<file path="src/rtl/move_seq_pkg.sv">
// Shared encodings for the 24-game move sequencer: FSM states, numberpad key codes, ALU ops.
package move_seq_pkg;

  typedef enum logic [2:0] {
    S_IDLE, S_SEL_A, S_SEL_OP, S_SEL_B, S_EXEC, S_DONE
  } state_t;

  typedef enum logic [3:0] {
    KEY_SLOT0  = 4'd0,
    KEY_SLOT1  = 4'd1,
    KEY_SLOT2  = 4'd2,
    KEY_SLOT3  = 4'd3,
    KEY_ADD    = 4'd4,
    KEY_SUB    = 4'd5,
    KEY_MUL    = 4'd6,
    KEY_DIV    = 4'd7,
    KEY_CANCEL = 4'd8,
    KEY_UNDO   = 4'd9
  } key_t;

  typedef enum logic [1:0] {
    OP_ADD = 2'd0, OP_SUB = 2'd1, OP_MUL = 2'd2, OP_DIV = 2'd3
  } alu_op_t;

  function automatic logic [1:0] key_to_op(input logic [3:0] k);
    case (k)
      KEY_SUB: return OP_SUB;
      KEY_MUL: return OP_MUL;
      KEY_DIV: return OP_DIV;
      default: return OP_ADD;
    endcase
  endfunction

endpackage

</file>
<file path="src/rtl/slot_compactor.sv">
// Combinational write-back: result lands in the lower selected slot, the upper one is
// removed and everything above it shifts down, leaving the old top live slot zeroed.
module slot_compactor #(
  parameter int W = 8
) (
  input  logic [3:0][W-1:0] slots,
  input  logic [1:0]        how_many,
  input  logic [1:0]        a,
  input  logic [1:0]        b,
  input  logic [W-1:0]      result,
  output logic [3:0][W-1:0] next_slots
);

  logic [1:0]        lo;
  logic [1:0]        hi;
  logic [4:0][W-1:0] ext;

  always_comb begin
    lo         = (a < b) ? a : b;
    hi         = (a < b) ? b : a;
    ext        = {{W{1'b0}}, slots};
    next_slots = '0;
    for (int i = 0; i < 4; i++) begin
      if (i == int'(lo))
        next_slots[i] = result;
      else if (i < int'(hi))
        next_slots[i] = slots[i];
      else if (i < int'(how_many))
        next_slots[i] = ext[i+1];
    end
  end

endmodule

</file>
<file path="src/rtl/move_sequencer.sv">
// One-move sequencer for the 24 game: slot A, operator, slot B, ALU req/ack, write-back.
// Optional one-deep undo snapshot enabled by defining MOVE_SEQUENCER_UNDO_EN.
module move_sequencer
  import move_seq_pkg::*;
#(
  parameter int W      = 8,
  parameter int TARGET = 24
) (
  input  logic         clk,
  input  logic         rst,
  input  logic         start,
  input  logic [15:0]  set_num,
  input  logic         key_valid,
  input  logic [3:0]   key_code,
  output logic         alu_req,
  output logic [W-1:0] alu_a,
  output logic [W-1:0] alu_b,
  output logic [1:0]   alu_op,
  input  logic         alu_ack,
  input  logic [W-1:0] alu_result,
  input  logic         alu_err,
  output logic [W-1:0] num1,
  output logic [W-1:0] num2,
  output logic [W-1:0] num3,
  output logic [W-1:0] num4,
  output logic [1:0]   how_many,
  output logic         win,
  output logic         lose,
  output logic         move_err
);

  localparam logic [W-1:0] TGT = W'(TARGET);

  state_t            state, state_d;
  logic [3:0][W-1:0] num, num_d, comp;
  logic [1:0]        hm_d, sel_a, sel_a_d, sel_b, sel_b_d, op_q, op_d, aop_d;
  logic              req_d, win_d, lose_d, merr_d;
  logic [W-1:0]      a_d, b_d;
  logic              load, slot_key, op_key, cancel, undo_hit;
  logic [3:0][W-1:0] snap_num;
  logic [1:0]        snap_hm;

  assign load     = start && (state != S_EXEC);
  assign slot_key = key_valid && (key_code < 4'd4) && (key_code[1:0] <= how_many);
  assign op_key   = key_valid && (key_code >= KEY_ADD) && (key_code <= KEY_DIV);
  assign cancel   = key_valid && (key_code == KEY_CANCEL);

`ifdef MOVE_SEQUENCER_UNDO_EN
  logic snap_vld, commit;

  assign commit   = (state == S_EXEC) && alu_req && alu_ack && !alu_err;
  assign undo_hit = key_valid && (key_code == KEY_UNDO) && snap_vld &&
                    ((state == S_SEL_A) || (state == S_DONE));

  // Snapshot holds the slots as they were before the last committed move.
  always_ff @(posedge clk) begin
    if (rst || load || undo_hit) begin
      snap_vld <= 1'b0;
    end else if (commit) begin
      snap_vld <= 1'b1;
      snap_num <= num;
      snap_hm  <= how_many;
    end
  end
`else
  assign undo_hit = 1'b0;
  assign snap_num = num;
  assign snap_hm  = how_many;
`endif

  slot_compactor #(.W(W)) u_comp (
    .slots      (num),
    .how_many   (how_many),
    .a          (sel_a),
    .b          (sel_b),
    .result     (alu_result),
    .next_slots (comp)
  );

  always_comb begin
    state_d = state;
    num_d   = num;
    hm_d    = how_many;
    sel_a_d = sel_a;
    sel_b_d = sel_b;
    op_d    = op_q;
    req_d   = alu_req;
    a_d     = alu_a;
    b_d     = alu_b;
    aop_d   = alu_op;
    merr_d  = 1'b0;
    if (load) begin
      for (int i = 0; i < 4; i++) num_d[i] = W'(set_num[4*i +: 4]);
      hm_d    = 2'd3;
      state_d = S_SEL_A;
    end else begin
      unique case (state)
        S_SEL_A: begin
          if (slot_key) begin
            sel_a_d = key_code[1:0];
            state_d = S_SEL_OP;
          end else if (undo_hit) begin
            num_d = snap_num;
            hm_d  = snap_hm;
          end
        end
        S_SEL_OP: begin
          if (op_key) begin
            op_d    = key_to_op(key_code);
            state_d = S_SEL_B;
          end else if (cancel) begin
            state_d = S_SEL_A;
          end
        end
        S_SEL_B: begin
          if (slot_key && (key_code[1:0] != sel_a)) begin
            sel_b_d = key_code[1:0];
            state_d = S_EXEC;
          end else if (cancel) begin
            state_d = S_SEL_A;
          end
        end
        S_EXEC: begin
          // First EXEC cycle captures operands; they stay frozen until the ack.
          if (!alu_req) begin
            req_d = 1'b1;
            a_d   = num[sel_a];
            b_d   = num[sel_b];
            aop_d = op_q;
          end else if (alu_ack) begin
            req_d = 1'b0;
            if (alu_err) begin
              merr_d  = 1'b1;
              state_d = S_SEL_A;
            end else begin
              num_d   = comp;
              hm_d    = how_many - 2'd1;
              state_d = (how_many == 2'd1) ? S_DONE : S_SEL_A;
            end
          end
        end
        S_DONE: begin
          if (undo_hit) begin
            num_d   = snap_num;
            hm_d    = snap_hm;
            state_d = S_SEL_A;
          end
        end
        default: ;
      endcase
    end
    win_d  = (state_d == S_DONE) && (num_d[0] == TGT);
    lose_d = (state_d == S_DONE) && (num_d[0] != TGT);
  end

  always_ff @(posedge clk) begin
    if (rst) begin
      state    <= S_IDLE;
      num      <= '0;
      how_many <= 2'd3;
      sel_a    <= '0;
      sel_b    <= '0;
      op_q     <= '0;
      alu_req  <= 1'b0;
      alu_a    <= '0;
      alu_b    <= '0;
      alu_op   <= '0;
      win      <= 1'b0;
      lose     <= 1'b0;
      move_err <= 1'b0;
    end else begin
      state    <= state_d;
      num      <= num_d;
      how_many <= hm_d;
      sel_a    <= sel_a_d;
      sel_b    <= sel_b_d;
      op_q     <= op_d;
      alu_req  <= req_d;
      alu_a    <= a_d;
      alu_b    <= b_d;
      alu_op   <= aop_d;
      win      <= win_d;
      lose     <= lose_d;
      move_err <= merr_d;
    end
  end

  assign num1 = num[0];
  assign num2 = num[1];
  assign num3 = num[2];
  assign num4 = num[3];

endmodule

</file>
<file path="config.mk">
export PLATFORM = sky130hd
export DESIGN_NAME = move_sequencer
export DESIGN_NICKNAME = d
export VERILOG_FILES = /design/src/rtl/move_seq_pkg.sv /design/src/rtl/slot_compactor.sv /design/src/rtl/move_sequencer.sv
export SDC_FILE = /design/constraint.sdc
export NUM_CORES = 1
export LEC_CHECK = 0
export CAP_MARGIN = 20
export CORE_MARGIN = 5
export CORE_UTILIZATION = 45
export DETAILED_ROUTE_END_ITERATION = 7
export PLACE_DENSITY = 0.76
export SLEW_MARGIN = 0
export SYNTH_ARGS = -nofsm -noshare
export SYNTH_HDL_FRONTEND = slang
export SYNTH_HIERARCHICAL = 1
export SYNTH_SLANG_ARGS = --single-unit
</file>
<file path="constraint.sdc">
create_clock -name clk -period 2.7 [get_ports clk]
set_input_delay 0.54 -clock clk [delete_from_list [all_inputs] [get_ports clk]]
set_output_delay 0.54 -clock clk [all_outputs]
set_load 0.005 [all_outputs]
</file>
* Yosys cells after proc, flatten, opt, wreduce, memory -nomap -nowiden
Cells that the tools add are included.
** Cells by class
- Multiplexer cells :: 35
- Reductions and logical operators :: 26
- Add/subtract/negate cells :: 1
- Eq/ne operators :: 22
- Magnitude comparators :: 13
- Bitwise gates (word level) :: 5
** Operators with widths (number)
- $mux 28 :: 5
- $mux 8 :: 12
- $bmux 8 s2 :: 2
- $mux 3 :: 9
- $reduce_and 5->1 :: 4
- $eq 4x3->1 const B :: 3
- $pmux 3 s4 :: 1
- $reduce_and 3->1 :: 4
- $logic_and 1x1->1 :: 9
- $eq 8x5->1 const B :: 1
- $lt 1x2->1 const A :: 4
- $ne 8x5->1 const B :: 1
- $reduce_and 4->1 :: 2
- $eq 3x2->1 const B :: 2
- $eq 3x3->1 const B :: 2
- $lt 2x3->1 const B :: 2
- $ne 2x1->1 const B :: 3
- $ne 3x2->1 const B :: 2
- $pmux 2 s3 :: 1
- $reduce_bool 2->1 :: 3
- $not 1->1 :: 5
- $reduce_or 5->1 :: 1
- $eq 2x2->1 const A :: 2
- $eq 4x4->1 const B :: 1
- 17 further kinds :: 21
** Word-level totals
- Output and inout port bits :: 56
- Input port bits :: 34
- Bits in registers :: 65
- Logic and storage cells :: 121

* Longest topological paths before layout
- Depth in word-level cells :: 12
- Gate-level depth with buffers :: 11
- Gate-level depth less buffers :: 11

* Cells and area by module
Netlist, hierarchy kept.
** Modules (own cells, without submodules)
- move_sequencer :: area an instance 2997.9 um^2, cells an instance 346, instances 1, seq. area each 1301.2 um^2
- slot_compactor :: area an instance 795.8 um^2, cells an instance 108, instances 1, seq. area each 0.0 um^2

* Worst setup path after synthesis
OpenSTA, ideal clock, no wires.
- Path kind :: register -> register
- Start :: register sel_a[1]
- End :: register win
- Buffers on the path :: 0
- Period minus slack after synthesis :: 2.682 ns
- Required time :: 2.608 ns
- Cell stages (with the launch flop) :: 12
- Setup time :: 0.092 ns
- Slack :: 0.018 ns
- Arrival :: 2.589 ns
- Cell sequence :: dfxtp_1 > inv_1 > ha_1 > nand2b_4 > a221oi_4 > mux2_2 > mux2_2 > nor4_1 > nand4_1 > nor2_1 > o21ai_0 > nor4_1
** RTL lines
- start: declaration :: line move_sequencer.sv:36 : logic [1:0] hm_d, sel_a, sel_a_d, sel_b, sel_b_d, op_q, op_d, aop_d;
- start signal: assignment :: line move_sequencer.sv:175 : sel_a <= sel_a_d;
- end signal: assignment :: line move_sequencer.sv:182 : win <= win_d;
- end: declaration :: line move_sequencer.sv:27 : output logic win,

==> summary.md <==
The run finished, with violations left. The checks that failed: negative setup slack. The overall die height is 101.8 um, and the count of cell instances traversed by the critical path is 12. The worst-case IR drop observed on VDD is 0.0002422 V. In the synthesized netlist the dominant register cell turns out to be sky130_fd_sc_hd__dfxtp_1.

The netlist uses 54 different library cells. The run gives 9350 um as the placed wire-length estimate after detailed placement. Counting flops and latches in the post-synthesis netlist gives 65. For hold timing, the worst endpoint is alu_a[7]. Total setup violations reported at the end of the flow: 1.

Setup repair after global routing could not meet its margin everywhere. Maximum buffer depth of the clock tree: 2. The clock arrives with 9.938 ps of skew.

A synthesized cell averages 8.356 um2. Ranked by total cell area, the synthesized netlist is headed by sky130_fd_sc_hd__dfxtp_1 34%, sky130_fd_sc_hd__nand2_1 11%, sky130_fd_sc_hd__mux4_2 9.5%. In this run the static leakage power is 1.848 nW. The starting utilization of the core area is 0.4617, and the maximum level of the CTS H-tree is 3.

The run gives 2930 ps as the data required time at the worst endpoint. The clock input transition at the sequential cells of the worst setup and hold paths works out to 70 ps. The headroom to the max-slew limit is 0.4683. The startpoint identified for the worst hold timing path is alu_a[7]. The run gives 0.8935 as the routability congestion estimate from global placement.

The number of DRC violations after detailed-routing iteration 0 is 235, and the port buffer count is 89. The tools report the slack of the worst reg-to-reg path as -20 ps. The critical path buffer and inverter count is 3. The cell family contributing the most delay on the critical path is compound AO/OA/AOI/OAI gates.

Summing every instance area after synthesis gives 3794 um2. The ratio of cells with drive above 1 in the final layout is 0.1812, and the wire length per cell is 18.99 um. Static timing analysis puts the maximum clock frequency at 0.3674 GHz. The total CTS buffers was 9; the full die area was 10370 um2. The number of vias per cell after detailed routing works out to 5.889. The tree is rooted in a sky130_fd_sc_hd__clkbuf_8. Hold is met by 454.7 ps. The synthesized design contains 0 enable-type register cells. Path class of the lowest-slack min-delay path: register to register.

TritonCTS built the clock tree. The final hold violation count came out at 0. The critical-path cell with the highest stage delay was sky130_fd_sc_hd__dfxtp_4. The pin count of the biggest net entering global routing came out at 39.

The proportion of register bits with asynchronous set or reset after synthesis works out to 0. In this design, the stage delay of the slowest critical-path cell is 380 ps. Largest fanout of any net on the critical path: 4. The first global-routing pass estimated 19690 um of wire. The die is 101.8 um wide. The library cells used most frequently in the layout, excluding fill and tap cells, are 108 x sky130_fd_sc_hd__nand2_1, 89 x sky130_fd_sc_hd__clkdlybuf4s50_1, 63 x sky130_fd_sc_hd__dfxtp_1. The logs give 0 for the leftover overflow at the end of global routing and 6 for the number of warnings issued by yosys. The endpoint identified for the worst register-to-register timing path is lose. The critical path goes through inv_2, ha_4, nand2b_4, a221oi_4, buf_6, buf_6, mux2_2, mux2_4, nand4_1, nor2_1, or2_1, a2111oi_4. The placement-stage worst setup slack was -233.6 ps; the iteration count of the initial detailed-routing pass was 5.

Number of antenna violations at the first check in global routing: 0. For the worst-skew pair, the clock arrives at the later sink with an insertion delay of 340 ps. The tools report the final setup slack of the worst path as -21.76 ps. The setup path with the least slack is of type register to register. In the final design database the tool counted 598 nets. STA classifies the critical path endpoint as a register. In this run the remaining antenna-violating nets after routing total 0.

Number of max-slew violations in the final report: 0. For the finished layout, the period the worst path requires is 2722 ps. Leaving out fill and tap cells, the most frequent cell in the layout is sky130_fd_sc_hd__nand2_1. The core footprint is 8217 um2, and the number of hold buffers added after cts is 0.

At the worst endpoint, the arrival time is 2960 ps. Counting stages on the worst path, the most repeated cell is sky130_fd_sc_hd__buf_6. Number of global-route vias before repair: 3699. After layout, the design draws a total of 2.042 mW. In the final layout, the multi-input gates occupy 2406 um2. The tools report the number of antenna cells inserted as 0. The total power per unit cell area came out at 390.5 nW/um2. The share of the clock period used by the worst path after layout was 1.008; the total wire length after detailed routing was 12690 um. The logs give 0.3430 for the sequential element share of the synthesized area and 33 for the count of standard-cell rows. Counting cells, the worst reg-to-reg path comes to 12.

For the max-cap violation count, the log shows 0. The most critical setup path has its startpoint at sel_a[1]. The layout has 730 filler cells. The start of the worst register-to-register path was sel_a[1]. The overall global routing resource usage is 0.2436.

The top-area cell type share of the netlist area is 0.3430. The boundary pin count came out at 90. The via total after detailed routing came out at 3934.

The area of all sequential standard cells was 1306 um2; the slew at the pin closest to its max-slew limit was 794.7 ps. The run gives 454 as the synthesized instance count. The largest total area in the synthesized netlist belongs to sky130_fd_sc_hd__dfxtp_1. The number of nets in the synthesized netlist is 494. The depth of the worst hold-timing path is 2, and the number of sinks on the clock net is 65.

Relative to the synthesized area, the layout overhead comes to 37.86%. The kind of start point of the critical path is a register. The logs give 0 for the detailed-route DRC error count and 0.6365 for the share of the core filled with cells.
## registers in the layout, summed over array words and instances (netlist names), 3 cells and up
signal  count
alu_a       8
alu_b       8
num1        8
num2        8
num3        8
num4        8
state       3
## area by class of cell
| class | count | area share |
|---|---|---|
| clock buffer | 11 | 0.02512 |
| tap | 105 | 0.02512 |
| timing repair buffer | 124 | 0.2220 |
| sequential | 65 | 0.2498 |
| multi-input combinational | 348 | 0.4600 |
| inverter | 10 | 0.007177 |
| clock inverter | 5 | 0.01077 |
## synth_stat cells (2+ instances only)
cell	n
sky130_fd_sc_hd__a2bb2oi_1	8
sky130_fd_sc_hd__buf_2	8
sky130_fd_sc_hd__nor2_1	21
sky130_fd_sc_hd__a311oi_1	4
sky130_fd_sc_hd__nor2b_1	10
sky130_fd_sc_hd__o21ai_0	11
sky130_fd_sc_hd__nand2_1	108
sky130_fd_sc_hd__xnor2_1	3
sky130_fd_sc_hd__nor4_1	4
sky130_fd_sc_hd__nand2_2	2
sky130_fd_sc_hd__buf_1	3
sky130_fd_sc_hd__dfxtp_1	65
sky130_fd_sc_hd__ha_1	6
sky130_fd_sc_hd__and2_1	10
sky130_fd_sc_hd__inv_1	9
sky130_fd_sc_hd__nor3_1	2
sky130_fd_sc_hd__mux2i_1	5
sky130_fd_sc_hd__mux2_2	16
sky130_fd_sc_hd__nand2b_1	3
sky130_fd_sc_hd__a21oi_1	49
sky130_fd_sc_hd__mux4_2	16
sky130_fd_sc_hd__nand3_1	3
sky130_fd_sc_hd__clkbuf_1	20
sky130_fd_sc_hd__a22oi_1	28
sky130_fd_sc_hd__nand4_1	11
## how the worst max path moves through the flow
| stage | endpoint |
|---|---|
| after floorplan | win |
| after global placement | win |
| after detailed placement | win |
| after CTS | win |
| after global routing | win |
| final | lose |
## cells by family after synthesis
kind of cell	share of synthesized area
adder cells (fa/ha/maj)	0.01979
buffers and inverters	0.04320
multiplexers	0.1557
XOR/XNOR	0.006927
flip-flops	0.3430
AND/OR/NAND/NOR	0.2338
AO/OA/AOI/OAI	0.1976
## metrics by stage
step           setup TNS (ps)  instance area (um2)  instances
6_report               -21.76                 5230        668
5_1_grt                -266.7                 5230        668
4_1_cts                -28.61                 5206        668
3_5_place_dp           -352.1                 4915        647
3_3_place_gp           -212.6                 4915        647
2_1_floorplan               0                 3794        454
## metal layers
metal  GRT usage  wire length [um]  vias up
met1      0.3379              5480     1873
li1            -                 -     1843
met2      0.3969              6019      196
met5           0                 0        -
met3     0.03891               969       22
met4     0.06660               217        0
## worst register-to-register path, delay by kind of cell, from the launching register on
kind	cells	cell delay [ps]
compound gates	2	610
mux	2	580
simple gates	4	470
flops	1	380
buf+inv	3	320
fa+ha+maj	1	280
## power by group
group,internal [mW],switching (mW),total [mW]
combinational,0.128,0.0948,0.223
sequential,0.973,0.0291,1.00
clock,0.426,0.391,0.818
total,1.53,0.515,2.04
## timing repair
action / CTS / global route
resized for setup: 16 / 4
endpoints found under the hold margin: 0 / 0
pin swaps: 8 / 5
setup buffers: 5 / 0
endpoints found under the setup margin: 2 / 2
No activity file was read; power rests on OpenSTA's default activity.
